**config.mk**
```make
export PLATFORM = sky130hd
export DESIGN_NAME = fact_sequencer_flat
export DESIGN_NICKNAME = d
export VERILOG_FILES = /design/src/rtl/fact_sequencer_if.sv /design/src/rtl/fact_sequencer.sv /design/src/flat_wrapper.sv
export SDC_FILE = /design/constraint.sdc
export NUM_CORES = 1
export LEC_CHECK = 0
export BUFFER_PORTS_ARGS = -buffer_cell sky130_fd_sc_hd__buf_2
export CAP_MARGIN = 20
export CORE_ASPECT_RATIO = 0.6
export CORE_MARGIN = 2
export CORE_UTILIZATION = 51
export DETAILED_ROUTE_END_ITERATION = 8
export GPL_ROUTABILITY_DRIVEN = 0
export GPL_TIMING_DRIVEN = 0
export PLACE_DENSITY = 0.78
export RECOVER_POWER = 25
export SYNTH_ARGS = -nofsm -noshare
export SYNTH_HDL_FRONTEND = slang
export SYNTH_SLANG_ARGS = --single-unit
```
**constraint.sdc**
```tcl
create_clock -name clk_i -period 4.15 [get_ports clk_i]
set_input_delay 0.6225 -clock clk_i [delete_from_list [all_inputs] [get_ports clk_i]]
set_output_delay 0.6225 -clock clk_i [all_outputs]
set_load 0.005 [all_outputs]
```
**src/rtl/fact_sequencer_if.sv**
```systemverilog
// Handshake bundle between the FACT sequencer, the CU start/result lines and the
// shared ALU multiply port. The sequencer uses the master view (it issues multiply
// requests); the CU/ALU side uses the slave view.
interface fact_sequencer_if #(
  parameter int unsigned W = 16
);
  // CU side
  logic         fact;
  logic [W-1:0] operand;
  logic         fact_end;
  logic [W-1:0] result;
  logic         ovf;
  logic         err;
  logic         busy;
  // ALU multiply port
  logic         mul_req;
  logic [W-1:0] mul_a;
  logic [W-1:0] mul_b;
  logic         mul_ack;
  logic [W-1:0] mul_result;
  logic         mul_ovf;

  modport master (
    input  fact,
    input  operand,
    input  mul_ack,
    input  mul_result,
    input  mul_ovf,
    output mul_req,
    output mul_a,
    output mul_b,
    output fact_end,
    output result,
    output ovf,
    output err,
    output busy
  );

  modport slave (
    output fact,
    output operand,
    output mul_ack,
    output mul_result,
    output mul_ovf,
    input  mul_req,
    input  mul_a,
    input  mul_b,
    input  fact_end,
    input  result,
    input  ovf,
    input  err,
    input  busy
  );
endinterface

```
**src/rtl/fact_sequencer.sv**
```systemverilog
// FACT instruction sequencer: computes n! by repeated requests to the shared ALU
// multiplier (acc * cnt, cnt counting down to 2). Moore outputs only; the multiply
// port is driven only while in the multiply state.
module fact_sequencer #(
  parameter int unsigned W       = 16,
  parameter int unsigned TIMEOUT = 64
) (
  input  logic             clk_i,
  input  logic             rst_ni,
  fact_sequencer_if.master bus
);

  localparam int unsigned     TmoW    = $clog2(TIMEOUT + 1);
  localparam logic [TmoW-1:0] TmoLast = TmoW'(TIMEOUT - 1);

  typedef enum logic [2:0] {
    StIdle,
    StLoop,
    StMul,
    StDone,
    StHold
  } state_e;

  state_e          state_q, state_d;
  logic [W-1:0]    acc_q, acc_d;
  logic [W-1:0]    cnt_q, cnt_d;
  logic [TmoW-1:0] tmo_q, tmo_d;
  logic [W-1:0]    result_q, result_d;
  logic            ovf_q, ovf_d;
  logic            err_q, err_d;

  // State and datapath registers; reset releases the multiplier immediately.
  always_ff @(posedge clk_i or negedge rst_ni) begin
    if (!rst_ni) begin
      state_q  <= StIdle;
      acc_q    <= '0;
      cnt_q    <= '0;
      tmo_q    <= '0;
      result_q <= '0;
      ovf_q    <= 1'b0;
      err_q    <= 1'b0;
    end else begin
      state_q  <= state_d;
      acc_q    <= acc_d;
      cnt_q    <= cnt_d;
      tmo_q    <= tmo_d;
      result_q <= result_d;
      ovf_q    <= ovf_d;
      err_q    <= err_d;
    end
  end

  // Next-state and datapath update; a dropped FACT in LOOP/MUL wins over everything.
  always_comb begin
    state_d  = state_q;
    acc_d    = acc_q;
    cnt_d    = cnt_q;
    tmo_d    = tmo_q;
    result_d = result_q;
    ovf_d    = ovf_q;
    err_d    = err_q;

    unique case (state_q)
      StIdle: begin
        if (bus.fact) begin
          acc_d   = W'(1);
          cnt_d   = bus.operand;
          tmo_d   = '0;
          ovf_d   = 1'b0;
          err_d   = 1'b0;
          state_d = StLoop;
        end
      end

      StLoop: begin
        if (!bus.fact) begin
          state_d = StIdle;
        end else if (cnt_q <= W'(1)) begin
          // acc is frozen from here to DONE, so latching it on entry makes RESULT
          // valid in the same cycle as the FACT_END pulse.
          result_d = acc_q;
          state_d  = StDone;
        end else begin
          tmo_d   = '0;
          state_d = StMul;
        end
      end

      StMul: begin
        if (!bus.fact) begin
          state_d = StIdle;
        end else if (bus.mul_ack) begin
          acc_d   = bus.mul_result;
          ovf_d   = ovf_q | bus.mul_ovf;
          cnt_d   = cnt_q - W'(1);
          tmo_d   = '0;
          state_d = StLoop;
        end else if (tmo_q == TmoLast) begin
          // Abort: report the partial product with ERR set.
          err_d    = 1'b1;
          tmo_d    = '0;
          result_d = acc_q;
          state_d  = StDone;
        end else begin
          tmo_d = tmo_q + TmoW'(1);
        end
      end

      StDone: begin
        state_d = StHold;
      end

      StHold: begin
        // Wait for the CU to release FACT so a held level cannot retrigger.
        if (!bus.fact) begin
          state_d = StIdle;
        end
      end

      default: begin
        state_d = StIdle;
      end
    endcase
  end

  // Outputs decoded from state and registers only.
  always_comb begin
    bus.mul_req  = (state_q == StMul);
    bus.mul_a    = (state_q == StMul) ? acc_q : '0;
    bus.mul_b    = (state_q == StMul) ? cnt_q : '0;
    bus.fact_end = (state_q == StDone);
    bus.busy     = (state_q == StLoop) || (state_q == StMul);
    bus.result   = result_q;
    bus.ovf      = ovf_q;
    bus.err      = err_q;
  end

endmodule

```
**src/flat_wrapper.sv**
```systemverilog
// flat-port wrapper written by rule: the top's interface ports become plain ports
module fact_sequencer_flat 
#(
  parameter int unsigned W       = 16,
  parameter int unsigned TIMEOUT = 64
)
  (clk_i, rst_ni, bus_fact, bus_operand, bus_mul_ack, bus_mul_result, bus_mul_ovf, bus_mul_req, bus_mul_a, bus_mul_b, bus_fact_end, bus_result, bus_ovf, bus_err, bus_busy);
  fact_sequencer_if #(.W(W)) bus_i ();
  input  logic clk_i;
  input  logic rst_ni;
  input wire logic [$bits(bus_i.fact)-1:0] bus_fact;
  input wire logic [$bits(bus_i.operand)-1:0] bus_operand;
  input wire logic [$bits(bus_i.mul_ack)-1:0] bus_mul_ack;
  input wire logic [$bits(bus_i.mul_result)-1:0] bus_mul_result;
  input wire logic [$bits(bus_i.mul_ovf)-1:0] bus_mul_ovf;
  output wire logic [$bits(bus_i.mul_req)-1:0] bus_mul_req;
  output wire logic [$bits(bus_i.mul_a)-1:0] bus_mul_a;
  output wire logic [$bits(bus_i.mul_b)-1:0] bus_mul_b;
  output wire logic [$bits(bus_i.fact_end)-1:0] bus_fact_end;
  output wire logic [$bits(bus_i.result)-1:0] bus_result;
  output wire logic [$bits(bus_i.ovf)-1:0] bus_ovf;
  output wire logic [$bits(bus_i.err)-1:0] bus_err;
  output wire logic [$bits(bus_i.busy)-1:0] bus_busy;
  assign bus_i.fact = bus_fact;
  assign bus_i.operand = bus_operand;
  assign bus_i.mul_ack = bus_mul_ack;
  assign bus_i.mul_result = bus_mul_result;
  assign bus_i.mul_ovf = bus_mul_ovf;
  assign bus_mul_req = bus_i.mul_req;
  assign bus_mul_a = bus_i.mul_a;
  assign bus_mul_b = bus_i.mul_b;
  assign bus_fact_end = bus_i.fact_end;
  assign bus_result = bus_i.result;
  assign bus_ovf = bus_i.ovf;
  assign bus_err = bus_i.err;
  assign bus_busy = bus_i.busy;
  fact_sequencer #(.W(W), .TIMEOUT(TIMEOUT)) u_core (.clk_i(clk_i), .rst_ni(rst_ni), .bus(bus_i));
endmodule
```
==> results.ini, run 1 <==
[timing]
min_period_over_period = 0.759
finalSetupTns_ns = 0
worst_pin_slew_ns = 2.00
setup_viol = 0
finalMaxSlewViolations = 37
timing.fmax_mhz = 318
slew_headroom = -0.331
final-hold-violation-count = 0
post-route-min-period_ns = 3.15
rsz0062_at_grt = no
fin_skew_ns = 0.00844

[run_status]
status = finished with violations
violations = capacitance limit, slew limit

[clock_tree]
cts-hold-fix-buffers = 0
cts_buffer_depth = 2
root_buffer = clkbuf_8
clk_pin_slew_ns = 0.07
cts_inserted_buffers = 9
h-tree-depth = 3
cts.sink_count = 60
ctsResizeCount = 0
postCtsSetupBuffers = 0
clk_latency_ns = 0.34
cts_tree = yes

[logic_synthesis]
synth-compound-area-share = 0.133
synthMuxAreaShare = 0.0742
synth_top_family_by_area = simple AND/OR/NAND/NOR gates
synth-xor-area-share = 0.00272
synthesis.nets = 379
synthesis.area_um2 = 3220
synthCells = 339
synth_ff_type = dfrtp_1
syn_avg_cell_area_um2 = 9.50
synthArstFlopShare = 1.00
ys_types = 54
yosysWarnings = 0
yosysSeqAreaShare = 0.466
synthSimpleGateAreaFrac = 0.273
ys_ff_latch = 60
synth-adder-area-share = 0.0117
synth_edf_count = 0

[flow_run]
maxCapViolCount = 1

[final_layout]
nNetsFinal = 480
fillerInstances = 533
drive_above_1_share = 0.306
syn2layout_area_growth_pct = 23.5
layoutNonFillerInstCount = 530
final_area_um2 = 3980
fin_util = 0.651

[floorplan]
dieArea_um2 = 6990
die_y_um = 65.6
num_rows = 22
start_util = 0.527
die_w_um = 107
boundaryPins = 90
core_area_um2 = 6110

[hold_path]
hold_path_class = flip-flop to flip-flop
worstHoldPathCells = 2
min_to = u_core.acc_q[2]$_DFFE_PN0P_
min-delay-start = u_core.acc_q[2]$_DFFE_PN0P_

[power]
ir_drop_mv = 0.240
power.total_w = 0.00166
leakage_nw = 2.05
power_per_cell_area_nw_per_um2 = 417

[critical_path]
r2r_start = u_core.state_q[0]$_DFFE_PN0P_
worstSetupPathType = flip-flop to output port
cp_common_cell = buf_2
rr_worst_depth = 7
critPathMaxStageDelay_ns = 0.42
cp-start-kind = flip-flop
critPathLaunch = u_core.state_q[1]$_DFFE_PN0P_
cp_top_family = buffers and inverters
crit_required_ns = 3.53
regToRegEndpoint = u_core.acc_q[0]$_DFFE_PN0P_
crit_path_end_kind = output port
r2r_slack_ns = 1.64
crit_slowest_cell = clkbuf_1
path_max_fanout = 10
path_buf_inv = 6
crit_chain = buf_2, or3b_1, buf_2, inv_1, buf_2, clkbuf_1, and2_1, buf_2
cp_data_arrival_time_ns = 2.53

[global_route]
antenna_found_initial = 1
grt.total_usage = 0.259
grt_overflow = 0
grt_pass1_vias = 2710
grt_pass1_wl_um = 13800
grt_max_degree = 37

[placed_design]
dp.cells = 513
place_area_um2 = 3790
dp_hpwl_um = 6440
io_buffer_count = 89

[route]
viasPerCell = 5.66
first_iter_violations = 221
drc = 0
dr.pass1.iters = 5
routed_wl_um = 8690
vias = 3002
ant_nets = 0
avgRoutedWirePerCell_um = 16.4

-- worst min-delay path: cells and delay by family (launching register included) --
kind             cells  cell delay, ns
DFF                  1            0.36
and+or+nand+nor      2            0.10
-- where the power goes --
part	switching [W]	internal (W)
registers	0.0000850	0.000661
clock network	0.000232	0.000308
logic	0.000235	0.000139
-- routing by layer --
layer | share of wire | GRT usage | vias to the layer above | wire, um
met5 | 0 | 0 | - | 0
met4 | 0.012 | 0.0779 | 0 | 108
met3 | 0.084 | 0.0704 | 15 | 726
met2 | 0.43 | 0.373 | 122 | 3710
met1 | 0.48 | 0.380 | 1445 | 4150
li1 | - | - | 1420 | -
-- worst max path at each step --
stage	cells after the start	to	slack [ns]
after global placement	8	bus_mul_a[12]	1.40
after floorplan	7	bus_mul_a[11]	1.91
after detailed placement	8	bus_mul_a[12]	1.42
after CTS	8	bus_mul_a[12]	1.05
final	8	bus_mul_a[12]	1.00
after global routing	2	u_core.cnt_q[8]$_DFFE_PN0P_	0.69
-- registers in the layout (all words and copies together), names as in the netlist --
name	count
u_core.acc_q	16
u_core.bus.result	16
u_core.cnt_q	16
u_core.tmo_q	7
u_core.state_q	3
u_core.bus.err	1
u_core.bus.ovf	1
-- per-stage QoR --
step	hold WS, ns	worst slack (ns)
after floorplan	0.327	1.91
after global placement	0.468	1.40
after detailed placement	0.476	1.42
after CTS	0.402	1.05
after global routing	0.504	0.689
final	0.489	1.00
-- cells by family (layout without fill, tap and decap cells) --
kind of cell | count (synthesis) | count (layout)
simple gates | 164 | 164
mux | 18 | 18
flops | 60 | 60
fa+ha+maj | 3 | 3
buf+inv | 30 | 136
xor+xnor | 1 | 1
compound gates | 63 | 63
other cells | 0 | 1
-- cell usage in the layout (no fill, tap or decap), types with 10 or more instances in the layout --
master / instances
dfrtp_1: 60
mux2_4: 10
a21oi_1: 15
and2_1: 28
nand2_1: 43
clkbuf_8: 11
nand3_1: 27
clkbuf_1: 16
buf_2: 93
o21ai_0: 15
nor2_1: 21
-- layout make-up --
type,count,area [um2],area share
diodes,1,2.50,0.000629
clock buffers,12,155,0.0390
well taps,84,105,0.0264
clock inverters,4,47.5,0.0119
flip-flops and latches,60,1500,0.377
plain buffers,21,92.6,0.0233
inverters,9,33.8,0.00849
repair buffers,90,448,0.113
multi-input cells,249,1590,0.401
-- synthesized netlist by cell type (2+ instances only) --
cell	count	area, um2
a211oi_1	3	22.5
a21boi_0	4	30.0
a21oi_1	15	75.1
a2bb2oi_1	3	26.3
a31oi_1	3	18.8
and2_1	28	175
buf_1	2	7.51
buf_2	5	25.0
clkbuf_1	13	48.8
dfrtp_1	60	1500
ha_1	3	37.5
inv_1	9	33.8
mux2_2	7	78.8
mux2_4	10	150
nand2_1	43	161
nand2b_1	4	25.0
nand3_1	27	135
nand4_1	6	37.5
nand4b_1	2	17.5
nor2_1	21	78.8
nor3_1	7	35.0
nor3b_1	2	15.0
nor4_1	5	31.3
nor4b_1	2	17.5
o21a_1	3	22.5
o21ai_0	15	75.1
o22a_1	3	26.3
o22ai_1	3	18.8
o2bb2ai_1	2	17.5
or2_2	3	18.8
or3_1	3	18.8
Note: power is estimated with default switching activity, not from simulation.
==> inputs of run 2 (changes only) <==
- clock period: 4.15 -> 2.95 ns (I/O delays scaled with it)
==> run 2 against run 1 <==
The run still ends with capacitance limit, slew limit left; via count increased by 0.37%; cell area up 0.13%; first-iteration DRC count fell by 11%; sequential share of layout area about the same; hold slack worse by 0.17 ns; non-clock buffer count unchanged; clock skew rose by 0.00066 ns; register-to-register slack got worse by 1.2 ns; power increased by 41%; final cell count unchanged; worst setup slack lost 0.82 ns; largest power group unchanged.
==> results.ini, run 2 (synthesized netlist as in run 1, its figures left out) <==
[run_status]
status = finished with violations
violations = capacitance limit, slew limit

[final_layout]
syn2layout_area_growth_pct = 23.7
layout_commonest_cell = buf_2
nNetsFinal = 480
layoutNonFillerInstCount = 530
register_area_um2 = 1500
fillerInstances = 529
layout_common_cells = 93 x buf_2, 60 x dfrtp_1, 43 x nand2_1
drive_above_1_share = 0.315
multi_input_area_um2 = 1590

[global_route]
grt.total_usage = 0.259
grt_overflow = 0
grt_pass1_vias = 2710
antenna_found_initial = 1
grt_pass1_wl_um = 13800
grt_max_degree = 37

[placed_design]
dp.cells = 513
io_buffer_count = 89
dp_hpwl_um = 6440

[route]
viasPerCell = 5.68
avgRoutedWirePerCell_um = 16.4
drc = 0
routed_wl_um = 8680
dr.pass1.iters = 4
ant_nets = 0
first_iter_violations = 196
vias = 3013

[critical_path]
crit_required_ns = 2.51
cp_data_arrival_time_ns = 2.33
worstSetupPathType = flip-flop to output port
cp-start-kind = flip-flop
rr_worst_depth = 7
crit_path_end_kind = output port
path_max_fanout = 10

[flow_run]
maxCapViolCount = 1

[clock_tree]
root_buffer = clkbuf_8
cts.sink_count = 60
clk_pin_slew_ns = 0.07
cts_tree = yes
clk_latency_ns = 0.34
ctsResizeCount = 0
h-tree-depth = 3
postCtsSetupBuffers = 0
cts-hold-fix-buffers = 0
cts_inserted_buffers = 9
cts_buffer_depth = 2

[power]
power_per_cell_area_nw_per_um2 = 586
ir_drop_mv = 0.338
leakage_nw = 2.06

[hold_path]
worstHoldPathCells = 3
hold_path_class = primary input to flip-flop

[floorplan]
boundaryPins = 90
die_y_um = 65.6
die_w_um = 107
dieArea_um2 = 6990
num_rows = 22
start_util = 0.527
core_area_um2 = 6110

[timing]
worst_pin_slew_ns = 1.99
setup_viol = 0
finalMaxSlewViolations = 37
fin_skew_ns = 0.00909
timing.fmax_mhz = 361
finalSetupTns_ns = 0
final-hold-violation-count = 0
slew_headroom = -0.325
rsz0062_at_grt = no
post-route-min-period_ns = 2.77
min_period_over_period = 0.940

==> run 2: metal layers <==
metal	share of wire	GRT usage	vias up
met4	0.0098	0.0779	0
met3	0.080	0.0704	9
li1	-	-	1421
met5	0	0	-
met2	0.43	0.373	112
met1	0.48	0.380	1471
==> run 2: critical path, cell delays in order (launching register included) <==
cell      delay [ns]
dfrtp_1         0.32
buf_2           0.19
or3b_1          0.36
buf_2           0.18
inv_1           0.14
buf_2           0.25
clkbuf_2        0.28
and2_1          0.17
buf_2           0.11
==> run 2: final timing paths <==
path | from | end | slack (ns)
worst min-delay path | bus_mul_result[2] | u_core.acc_q[2]$_DFFE_PN0P_ | 0.32
worst max register to register | u_core.state_q[0]$_DFFE_PN0P_ | u_core.acc_q[0]$_DFFE_PN0P_ | 0.44
min in group asynchronous | rst_ni | u_core.tmo_q[6]$_DFFE_PN0P_ | 0.66
max in group asynchronous | rst_ni | u_core.acc_q[10]$_DFFE_PN0P_ | 0.74
worst max-delay path | u_core.state_q[1]$_DFFE_PN0P_ | bus_mul_a[12] | 0.18
worst min register to register | u_core.acc_q[2]$_DFFE_PN0P_ | u_core.acc_q[2]$_DFFE_PN0P_ | 0.49
==> run 2: report_power, final <==
part	internal, W	total [W]	switching (W)
Sequential	0.000930	0.00105	0.000119
Clock	0.000434	0.000760	0.000326
Combinational	0.000198	0.000526	0.000328
==> run 2: area by class of cell <==
type / instances / area share
Tap cell: 84 / 0.0264
Inverter: 9 / 0.00848
Timing Repair Buffer: 90 / 0.113
Buffer: 21 / 0.0242
Clock inverter: 4 / 0.0119
Antenna cell: 1 / 0.000628
Clock buffer: 12 / 0.0389
Multi-Input combinational cell: 249 / 0.400
Sequential cell: 60 / 0.377
==> run 2: metrics by stage <==
step           hold slack [ns]  setup WS, ns  total power, W  area [um2]  utilization
5_1_grt                  0.324        0.0263         0.00246        3980        0.652
4_1_cts                  0.222        0.0317         0.00233        4000        0.654
6_report                 0.320         0.177         0.00234        3990        0.652
2_1_floorplan            0.147         0.878         0.00137        3220            -
3_3_place_gp             0.468         0.382         0.00155        3770        0.617
3_5_place_dp             0.476         0.402         0.00158        3790        0.621
==> inputs of run 3 (changes only) <==
- ABC_AREA: unset -> 1
- CORE_MARGIN: 2 -> unset
==> run 3 against run 2 <==
The run still ends with capacitance limit, slew limit left; combinational power rose by 120%; power up 36%; routed wire length grew 7.2%; worst setup slack better by 0.21 ns; first-iteration DRC count up 76%; clock-buffer cell count down 2; fmax increased by 8.0%; cell area grew 2.0%; die area is 2.8% lower; final cell count up 23%.
==> results.ini, run 3 <==
[run_status]
status = finished with violations
violations = capacitance limit, slew limit

[route]
ant_nets = 0
drc = 0
vias = 3482
first_iter_violations = 344
dr.pass1.iters = 6
avgRoutedWirePerCell_um = 14.3
viasPerCell = 5.35
routed_wl_um = 9310

[clock_tree]
postCtsSetupBuffers = 0
ctsResizeCount = 0
root_buffer = clkbuf_8
cts_tree = yes
cts.sink_count = 60
clk_pin_slew_ns = 0.07
cts_inserted_buffers = 9
cts-hold-fix-buffers = 0
h-tree-depth = 3
clk_latency_ns = 0.35
cts_buffer_depth = 2

[timing]
finalMaxSlewViolations = 29
min_period_over_period = 0.870
rsz0062_at_grt = no
timing.fmax_mhz = 390
slew_headroom = -0.0267
post-route-min-period_ns = 2.57
worst_pin_slew_ns = 1.54
setup_viol = 0
whs_ns = 0.331
final-hold-violation-count = 0
fin_skew_ns = 0.00747
finalSetupTns_ns = 0

[logic_synthesis]
synthesis.area_um2 = 3290
synth_common_cells = 109 x nand2_1, 77 x nor2_1, 60 x dfrtp_1, 60 x nand3_1, 59 x inv_1
synth_ff_type = dfrtp_1
synth_top_area_cell = dfrtp_1
syn_avg_cell_area_um2 = 7.15
synthTopCellsByArea = dfrtp_1 46%, nand2_1 12%, nand3_1 9.1%
synth.top_cell.area_share = 0.456
yosysMostFrequentCell = nand2_1
synth_edf_count = 0
synthCells = 461
synthArstFlopShare = 1.00
yosysSeqAreaShare = 0.456
synthesis.nets = 501
ys_types = 30
yosysWarnings = 0
ys_ff_latch = 60

[power]
power.total_w = 0.00317
internal-power_w = 0.00185
swShare = 0.417
power_per_cell_area_nw_per_um2 = 781
p_comb_frac = 0.364
ir_drop_mv = 0.364
p_seq_frac = 0.376
clockPowerShare = 0.260
p_switching_w = 0.00132
leakage_nw = 2.22

[floorplan]
boundaryPins = 90
dieArea_um2 = 6800
die_w_um = 106
num_rows = 22
die_y_um = 64.3
start_util = 0.534
core_area_um2 = 6170

[placed_design]
io_buffer_count = 89
place_area_um2 = 3860
dp_hpwl_um = 6760

[final_layout]
final_area_um2 = 4070
register_area_um2 = 1500
drive_above_1_share = 0.228
multi_input_area_um2 = 1480
diodes = 0
fin_util = 0.659
layout_common_cells = 109 x nand2_1, 98 x buf_2, 77 x nor2_1
syn2layout_area_growth_pct = 23.4
nNetsFinal = 602
layout_commonest_cell = nand2_1
fillerInstances = 560

[critical_path]
worstSetupPathType = flip-flop to output port
crit_required_ns = 2.51
crit_slowest_cell = buf_1
critPathMaxStageDelay_ns = 0.53
cp-start-kind = flip-flop
crit_chain = nor2_1, nand2_1, buf_2, buf_1, nor2_1, buf_2
crit_path_end_kind = output port
cp_data_arrival_time_ns = 2.12
path_max_fanout = 10

[hold_path]
hold_path_class = primary input to flip-flop

[global_route]
grt_max_degree = 34
grt.total_usage = 0.299
grt_pass1_vias = 3140
grt_overflow = 0
grt_pass1_wl_um = 15400
antenna_found_initial = 0

[flow_run]
maxCapViolCount = 1

[run 3: changes by cell type in the layout (fill, tap and decap cells not counted), moves of 12 or more]
cell     before  now
a21oi_1      15    3
nor2_1       21   77
nand3_1      27   60
inv_1         9   59
and2_1       28    0
nand2_1      43  109
o21ai_0      15   39
[run 3: critical path: cells and delay by family, from the launching register on]
family                 cells  cell delay, ns
buffers and inverters      3            0.97
flip-flops                 1            0.44
AND/OR/NAND/NOR            3            0.36
[run 3: cell families after synthesis]
group	Yosys count	synth area share
compound gates	54	0.0881
flops	60	0.456
buf+inv	77	0.0949
xor+xnor	1	0.00266
simple gates	266	0.347
fa+ha+maj	3	0.0114
[run 3: cell type report]
type                    instances  share of cell area
well taps                      84              0.0259
multi-input cells             324               0.364
inverters                      60              0.0554
repair buffers                 90               0.110
plain buffers                  17              0.0215
clock inverters                 6              0.0219
clock buffers                  10              0.0314
flip-flops and latches         60               0.369
[run 3: layer usage]
layer,vias to the layer above,wire length [um],global-route usage
li1,1667,-,-
met3,14,898,0.0857
met5,-,0,0
met4,0,109,0.0920
met1,1624,4370,0.441
met2,177,3930,0.420
[run 3: through the flow]
| step | cells | setup slack [ns] |
|---|---|---|
| final | 651 | 0.383 |
| after global routing | 651 | 0.251 |
| after CTS | 651 | 0.403 |
| after detailed placement | 635 | 0.804 |
| after global placement | 634 | 0.835 |
| after floorplan | 461 | 1.36 |
[run 3: power groups by stage]
| stage | Sequential, W | Clock, W | Combinational, W |
|---|---|---|---|
| 2_1_floorplan | 0.00115 | 0 | 0.000778 |
| 3_3_place_gp | 0.00119 | 0 | 0.00111 |
| 3_5_place_dp | 0.00120 | 0 | 0.00113 |
| 4_1_cts | 0.00119 | 0.000831 | 0.00114 |
| 5_1_grt | 0.00122 | 0.000868 | 0.00131 |
| 6_report | 0.00119 | 0.000825 | 0.00115 |
[run 3: path summary, 6_finish.rpt]
kind | slack (ns) | to | startpoint | depth (start not counted)
setup / recovery | 0.38 | bus_mul_a[14] | u_core.state_q[0]$_DFFE_PN0P_ | 6
hold / removal | 0.33 | u_core.acc_q[10]$_DFFE_PN0P_ | bus_mul_result[10] | 3
setup reg to reg | 0.95 | u_core.bus.result[11]$_DFFE_PN0P_ | u_core.cnt_q[1]$_DFFE_PN0P_ | 10
hold reg to reg | 0.48 | u_core.bus.result[4]$_DFFE_PN0P_ | u_core.acc_q[4]$_DFFE_PN0P_ | 2
max in group asynchronous | 0.93 | u_core.bus.result[4]$_DFFE_PN0P_ | rst_ni | 2
min in group asynchronous | 0.46 | u_core.state_q[2]$_DFFE_PN0P_ | rst_ni | 1
